===== src/rtl/rvcore_bus_pkg.sv =====
// Shared definitions for the core's external memory bus: command field widths
// and the port arbiter's FSM state encoding.
package rvcore_bus_pkg;

    localparam int AW = 32;
    localparam int DW = 32;
    localparam int SW = 4;

    typedef enum logic [1:0] {
        IDLE = 2'd0,
        CMD  = 2'd1,
        RESP = 2'd2
    } arb_state_e;

endpackage


===== src/rtl/mem_port_arbiter.sv =====
// Shares one external memory bus between instruction fetch and the data stage.
// Data has priority; a starvation counter forces a fetch grant after STARVE_MAX data wins.
module mem_port_arbiter
    import rvcore_bus_pkg::*;
#(
    parameter int STARVE_MAX = 4,
    parameter int AW         = rvcore_bus_pkg::AW
) (
    input  logic          clk,
    input  logic          rst,
    input  logic          if_req,
    input  logic [AW-1:0] if_addr,
    output logic [DW-1:0] if_rdata,
    output logic          if_vd,
    input  logic          dm_req,
    input  logic          dm_we,
    input  logic [AW-1:0] dm_addr,
    input  logic [DW-1:0] dm_wdata,
    input  logic [SW-1:0] dm_wstrb,
    output logic [DW-1:0] dm_rdata,
    output logic          dm_vd,
    output logic          bus_valid,
    input  logic          bus_ready,
    output logic          bus_we,
    output logic [AW-1:0] bus_addr,
    output logic [DW-1:0] bus_wdata,
    output logic [SW-1:0] bus_wstrb,
    input  logic          bus_rvalid,
    input  logic [DW-1:0] bus_rdata,
    output logic          busy,
    output logic          grant_dm
);

    localparam int CW = $clog2(STARVE_MAX + 1);
    localparam logic [CW-1:0] STARVE_LIM = CW'(STARVE_MAX);

    arb_state_e    state_q,     state_d;
    logic          owner_dm_q,  owner_dm_d;
    logic          cmd_we_q,    cmd_we_d;
    logic [AW-1:0] cmd_addr_q,  cmd_addr_d;
    logic [DW-1:0] cmd_wdata_q, cmd_wdata_d;
    logic [SW-1:0] cmd_wstrb_q, cmd_wstrb_d;
    logic [DW-1:0] if_rdata_q,  if_rdata_d;
    logic [DW-1:0] dm_rdata_q,  dm_rdata_d;
    logic          if_vd_q,     if_vd_d;
    logic          dm_vd_q,     dm_vd_d;
    logic [CW-1:0] starve_q,    starve_d;

    logic force_if;
    logic dm_win;
    logic if_win;

    // NOTE: every signal written here gets a default first, so no path can infer a latch.
    always_comb begin
        state_d     = state_q;
        owner_dm_d  = owner_dm_q;
        cmd_we_d    = cmd_we_q;
        cmd_addr_d  = cmd_addr_q;
        cmd_wdata_d = cmd_wdata_q;
        cmd_wstrb_d = cmd_wstrb_q;
        if_rdata_d  = if_rdata_q;
        dm_rdata_d  = dm_rdata_q;
        if_vd_d     = 1'b0;
        dm_vd_d     = 1'b0;
        starve_d    = starve_q;
        force_if    = 1'b0;
        dm_win      = 1'b0;
        if_win      = 1'b0;

        unique case (state_q)
            IDLE: begin
                force_if = if_req && (starve_q == STARVE_LIM);
                if (dm_req && !force_if) begin
                    dm_win = 1'b1;
                end else if (if_req) begin
                    if_win = 1'b1;
                end

                if (dm_win) begin
                    state_d     = CMD;
                    owner_dm_d  = 1'b1;
                    cmd_we_d    = dm_we;
                    cmd_addr_d  = dm_addr;
                    cmd_wdata_d = dm_wdata;
                    cmd_wstrb_d = dm_we ? dm_wstrb : '0;
                end else if (if_win) begin
                    state_d     = CMD;
                    owner_dm_d  = 1'b0;
                    cmd_we_d    = 1'b0;
                    cmd_addr_d  = if_addr;
                    cmd_wdata_d = '0;
                    cmd_wstrb_d = '0;
                end
            end
            CMD: begin
                if (bus_ready) begin
                    if (cmd_we_q) begin
                        state_d = IDLE;
                        dm_vd_d = 1'b1;
                    end else begin
                        state_d = RESP;
                    end
                end
            end
            RESP: begin
                if (bus_rvalid) begin
                    state_d = IDLE;
                    if (owner_dm_q) begin
                        dm_rdata_d = bus_rdata;
                        dm_vd_d    = 1'b1;
                    end else begin
                        if_rdata_d = bus_rdata;
                        if_vd_d    = 1'b1;
                    end
                end
            end
            default: state_d = IDLE;
        endcase

        // Starvation only accumulates while fetch is actually waiting.
        if (!if_req || if_win) begin
            starve_d = '0;
        end else if (dm_win && (starve_q != STARVE_LIM)) begin
            starve_d = starve_q + 1'b1;
        end
    end

    // NOTE: state registers use non-blocking assignments so every flop samples pre-edge values.
    always_ff @(posedge clk) begin
        if (rst) begin
            state_q     <= IDLE;
            owner_dm_q  <= 1'b0;
            cmd_we_q    <= 1'b0;
            cmd_addr_q  <= '0;
            cmd_wdata_q <= '0;
            cmd_wstrb_q <= '0;
            if_rdata_q  <= '0;
            dm_rdata_q  <= '0;
            if_vd_q     <= 1'b0;
            dm_vd_q     <= 1'b0;
            starve_q    <= '0;
        end else begin
            state_q     <= state_d;
            owner_dm_q  <= owner_dm_d;
            cmd_we_q    <= cmd_we_d;
            cmd_addr_q  <= cmd_addr_d;
            cmd_wdata_q <= cmd_wdata_d;
            cmd_wstrb_q <= cmd_wstrb_d;
            if_rdata_q  <= if_rdata_d;
            dm_rdata_q  <= dm_rdata_d;
            if_vd_q     <= if_vd_d;
            dm_vd_q     <= dm_vd_d;
            starve_q    <= starve_d;
        end
    end

    assign bus_valid = (state_q == CMD);
    assign busy      = (state_q != IDLE);
    assign bus_we    = cmd_we_q;
    assign bus_addr  = cmd_addr_q;
    assign bus_wdata = cmd_wdata_q;
    assign bus_wstrb = cmd_wstrb_q;
    assign grant_dm  = owner_dm_q;
    assign if_rdata  = if_rdata_q;
    assign if_vd     = if_vd_q;
    assign dm_rdata  = dm_rdata_q;
    assign dm_vd     = dm_vd_q;

endmodule


===== config.mk =====
export PLATFORM = sky130hd
export DESIGN_NAME = mem_port_arbiter
export DESIGN_NICKNAME = d
export VERILOG_FILES = /design/src/rtl/rvcore_bus_pkg.sv /design/src/rtl/mem_port_arbiter.sv
export SDC_FILE = /design/constraint.sdc
export NUM_CORES = 1
export LEC_CHECK = 0
export ABC_CLOCK_PERIOD_IN_PS = 1650
export BUFFER_PORTS_ARGS = -buffer_cell sky130_fd_sc_hd__clkbuf_2
export CORE_MARGIN = 5
export CORE_UTILIZATION = 30
export DETAILED_ROUTE_END_ITERATION = 8
export PLACE_DENSITY = 0.59
export SLEW_MARGIN = 40
export SYNTH_ARGS = -nofsm -noshare
export SYNTH_HDL_FRONTEND = slang
export SYNTH_SLANG_ARGS = --single-unit

===== constraint.sdc =====
create_clock -name clk -period 1.65 [get_ports clk]
set_input_delay 0.165 -clock clk [delete_from_list [all_inputs] [get_ports clk]]
set_output_delay 0.165 -clock clk [all_outputs]
set_load 0.05 [all_outputs]

==> run summary <==
status - finished, final reports clean
Clock Tree Buf Depth - 2
Iter 0 DRT Violations - 206
mapped cell area - 0.00557 mm2
Peak VDD IR - 0.694 mV
# port buffers - 276
Setup TNS - 0 ps
die area - 0.0214 mm2
CP bufs+invs - 1
Hold/Removal Path Class - in2reg
most frequent cells in the layout - clkbuf_2, dfxtp_1, nand2_1
routed wire length - 19.2 mm
drt wl/cell - 15.8 um
clk sinks - 141
clock tree from TritonCTS - done
Synth Register Bits - 141
total CTS buffers - 17
Max Slew Vio Count - 0
H-tree Lvls - 4
Worst path max stage delay - 550 ps
Seq/Total Area, Yosys - 50.7%
crit path DAT - 1930 ps
Post-route DRC - 0
Vias per Instance - 4.84
total power - 10.5 mW
number of global-route vias before repair - 5,864
CP required - 2000 ps
power per cell area - 1230 mW/mm2
LEAKAGE - 3.68 nW
syn_area_per_cell - 8.56 um2
Tmin final - 1590 ps
initial antenna violation count - 1
clock-pin slew on the worst setup and hold paths - 70 ps
Least-Margin Pin Slew - 390 ps
Overflow after GRT - 0
worst skew pair latency - 410 ps
Crit path depth - 5
Hold Fails Final Rpt - 0
Tcrit/Tclk final - 96.1%
RSZ-0062 raised after global routing - false
Initial Util - 30.7%
hold path depth - 3
vias after detailed routing - 5,869
clk root buf - clkbuf_16
Netlist cell types - 36
Die Ht - 146 um
Core Area - 0.0181 mm2
commonest non-fill, non-tap cell in the layout - clkbuf_2
critical path class - reg2reg
Fmax - 631 MHz
largest family of logic cells by synthesized area - compound AO/OA/AOI/OAI gates
Core Rows - 49
DIE WIDTH - 146 um
cells along the critical path - inv_1, ha_1, nor2b_1, or4_1, a21oi_2
post-synthesis adder-cell area fraction - 1.12%
Synth Area in Compound Gates - 23.2%
Routed Antenna Nets - 0
Worst path slowest cell - or4_1
Setup crit start kind - flip-flop
Synth Area in Simple Gates - 19.3%
R2R cell count - 5
HPWL after DPL - 12.9 mm
critical path capture point type - flip-flop
total of warnings raised by yosys - 0
first-pass GRT wire length - 30.7 mm
pin count of the biggest net entering global routing - 60
final setup vio count - 0
worst-path fanout max - 5
Worst Skew - 9.87 ps
Synth Area in XOR/XNOR - 0%
cell family with the largest share of critical-path delay - simple AND/OR/NAND/NOR gates
GRT Total Usage - 17.5%
area delta synth->final - 53.7%
layout cells sized above 1 - 36.7%
Syn Nets - 795
number of max-cap violations - 0
Nets - 1,113
Post-Synthesis Cells - 651
First-pass DRT Iterations - 4
GPL Wtd Cong - 0.826
multiplexer area fraction after synthesis - 0%
IO Count - 277
Slew Limit Headroom - 73.7%
==> where the power goes <==
part           total (mW)  internal (mW)  switching (mW)
logic                2.51          0.811            1.70
registers            3.80           3.66           0.142
clock network        4.21           2.61            1.60
==> final cells by class <==
type	instances	area, um2
Fill cell	1728	9580
Sequential cell	141	2830
Tap cell	229	287
Multi-Input combinational cell	442	2440
Inverter	6	22.5
Clock buffer	18	439
Antenna cell	1	2.50
Timing Repair Buffer	361	2340
Clock inverter	14	205
==> cells by family after synthesis <==
family | Yosys count
fa+ha+maj | 5
buf+inv | 68
compound gates | 180
simple gates | 257
flops | 141
==> cell usage after synthesis <==
| cell type | number | share of area (%) |
|---|---|---|
| o31ai_1 | 1 | 0.13 |
| clkbuf_1 | 34 | 2.3 |
| a311oi_2 | 20 | 5.4 |
| or4_1 | 1 | 0.13 |
| a21boi_0 | 1 | 0.13 |
| nand3_1 | 35 | 3.1 |
| buf_4 | 9 | 1.2 |
| and2_1 | 2 | 0.22 |
| and4b_1 | 1 | 0.18 |
| buf_2 | 15 | 1.3 |
| nor3b_1 | 2 | 0.27 |
| nor2b_1 | 3 | 0.34 |
| a21oi_1 | 72 | 6.5 |
| and3b_1 | 1 | 0.16 |
| dfxtp_1 | 141 | 51 |
| nor2_1 | 67 | 4.5 |
| o21ba_2 | 1 | 0.18 |
| o21ai_1 | 30 | 2.7 |
| nand4_1 | 4 | 0.45 |
| nand3b_1 | 1 | 0.13 |
| o31a_1 | 1 | 0.16 |
| a32oi_1 | 33 | 5.2 |
| nand2b_1 | 1 | 0.11 |
| buf_6 | 2 | 0.40 |
| o21a_1 | 1 | 0.13 |
| nor3_1 | 2 | 0.18 |
| nand2_1 | 134 | 9.0 |
| inv_1 | 6 | 0.40 |
| nand3_2 | 1 | 0.18 |
| ha_1 | 5 | 1.1 |
| a31oi_1 | 1 | 0.11 |
| buf_1 | 2 | 0.13 |
| o21ai_0 | 6 | 0.54 |
| and3_1 | 2 | 0.22 |
| a311oi_1 | 12 | 1.9 |
| a22oi_1 | 1 | 0.13 |
==> path summary, 6_finish.rpt <==
check                  endpoint         start  slack, ps
hold reg to reg    dm_rdata[29]  dm_rdata[29]        450
hold / removal    bus_wdata[12]  dm_wdata[12]         20
setup / recovery     state_q[1]    state_q[0]         60
setup reg to reg     state_q[1]    state_q[0]         60
==> metrics by stage <==
step / hold slack [ps] / instances / setup slack, ps / utilization (%) / cell area (um2)
after global placement: 405 / 1115 / 118 / 40.0 / 7260
after floorplan: 301 / 651 / 111 / - / 5570
after CTS: 0.693 / 1211 / 26.5 / 47.1 / 8560
final: 21.6 / 1212 / 64.2 / 47.2 / 8570
after detailed placement: 408 / 1115 / 73.8 / 40.0 / 7260
after global routing: 12.5 / 1212 / 6.95 / 47.2 / 8570
==> what timing repair did <==
| action | 4_1_cts | 5_1_grt |
|---|---|---|
| hold buffers | 64 | 0 |
| setup buffers | 0 | 0 |
| endpoints found under the hold margin | 93 | 0 |
| endpoints found under the setup margin | 1 | 7 |
| resized for setup | 5 | 4 |
==> tightest hold or removal path: stages <==
cell,delay [ps]
clkbuf_2,80
a32oi_1,70
nor2_1,80
==> registers in the layout, summed over array words and instances, names as in the netlist <==
name / flops
bus_addr: 32
grant_dm: 1
if_vd: 1
bus_wstrb: 4
bus_we: 1
bus_wdata: 32
dm_rdata: 32
dm_vd: 1
starve_q: 3
state_q: 2
if_rdata: 32
==> layer usage <==
metal	GRT usage [%]	vias to the layer above	wire length [um]
met3	5.21	31	1250
met4	6.40	0	423
met1	21.4	2715	8230
met2	29.3	196	9270
met5	0	-	0
li1	-	2927	-
Power figures use the tool's default switching activity.
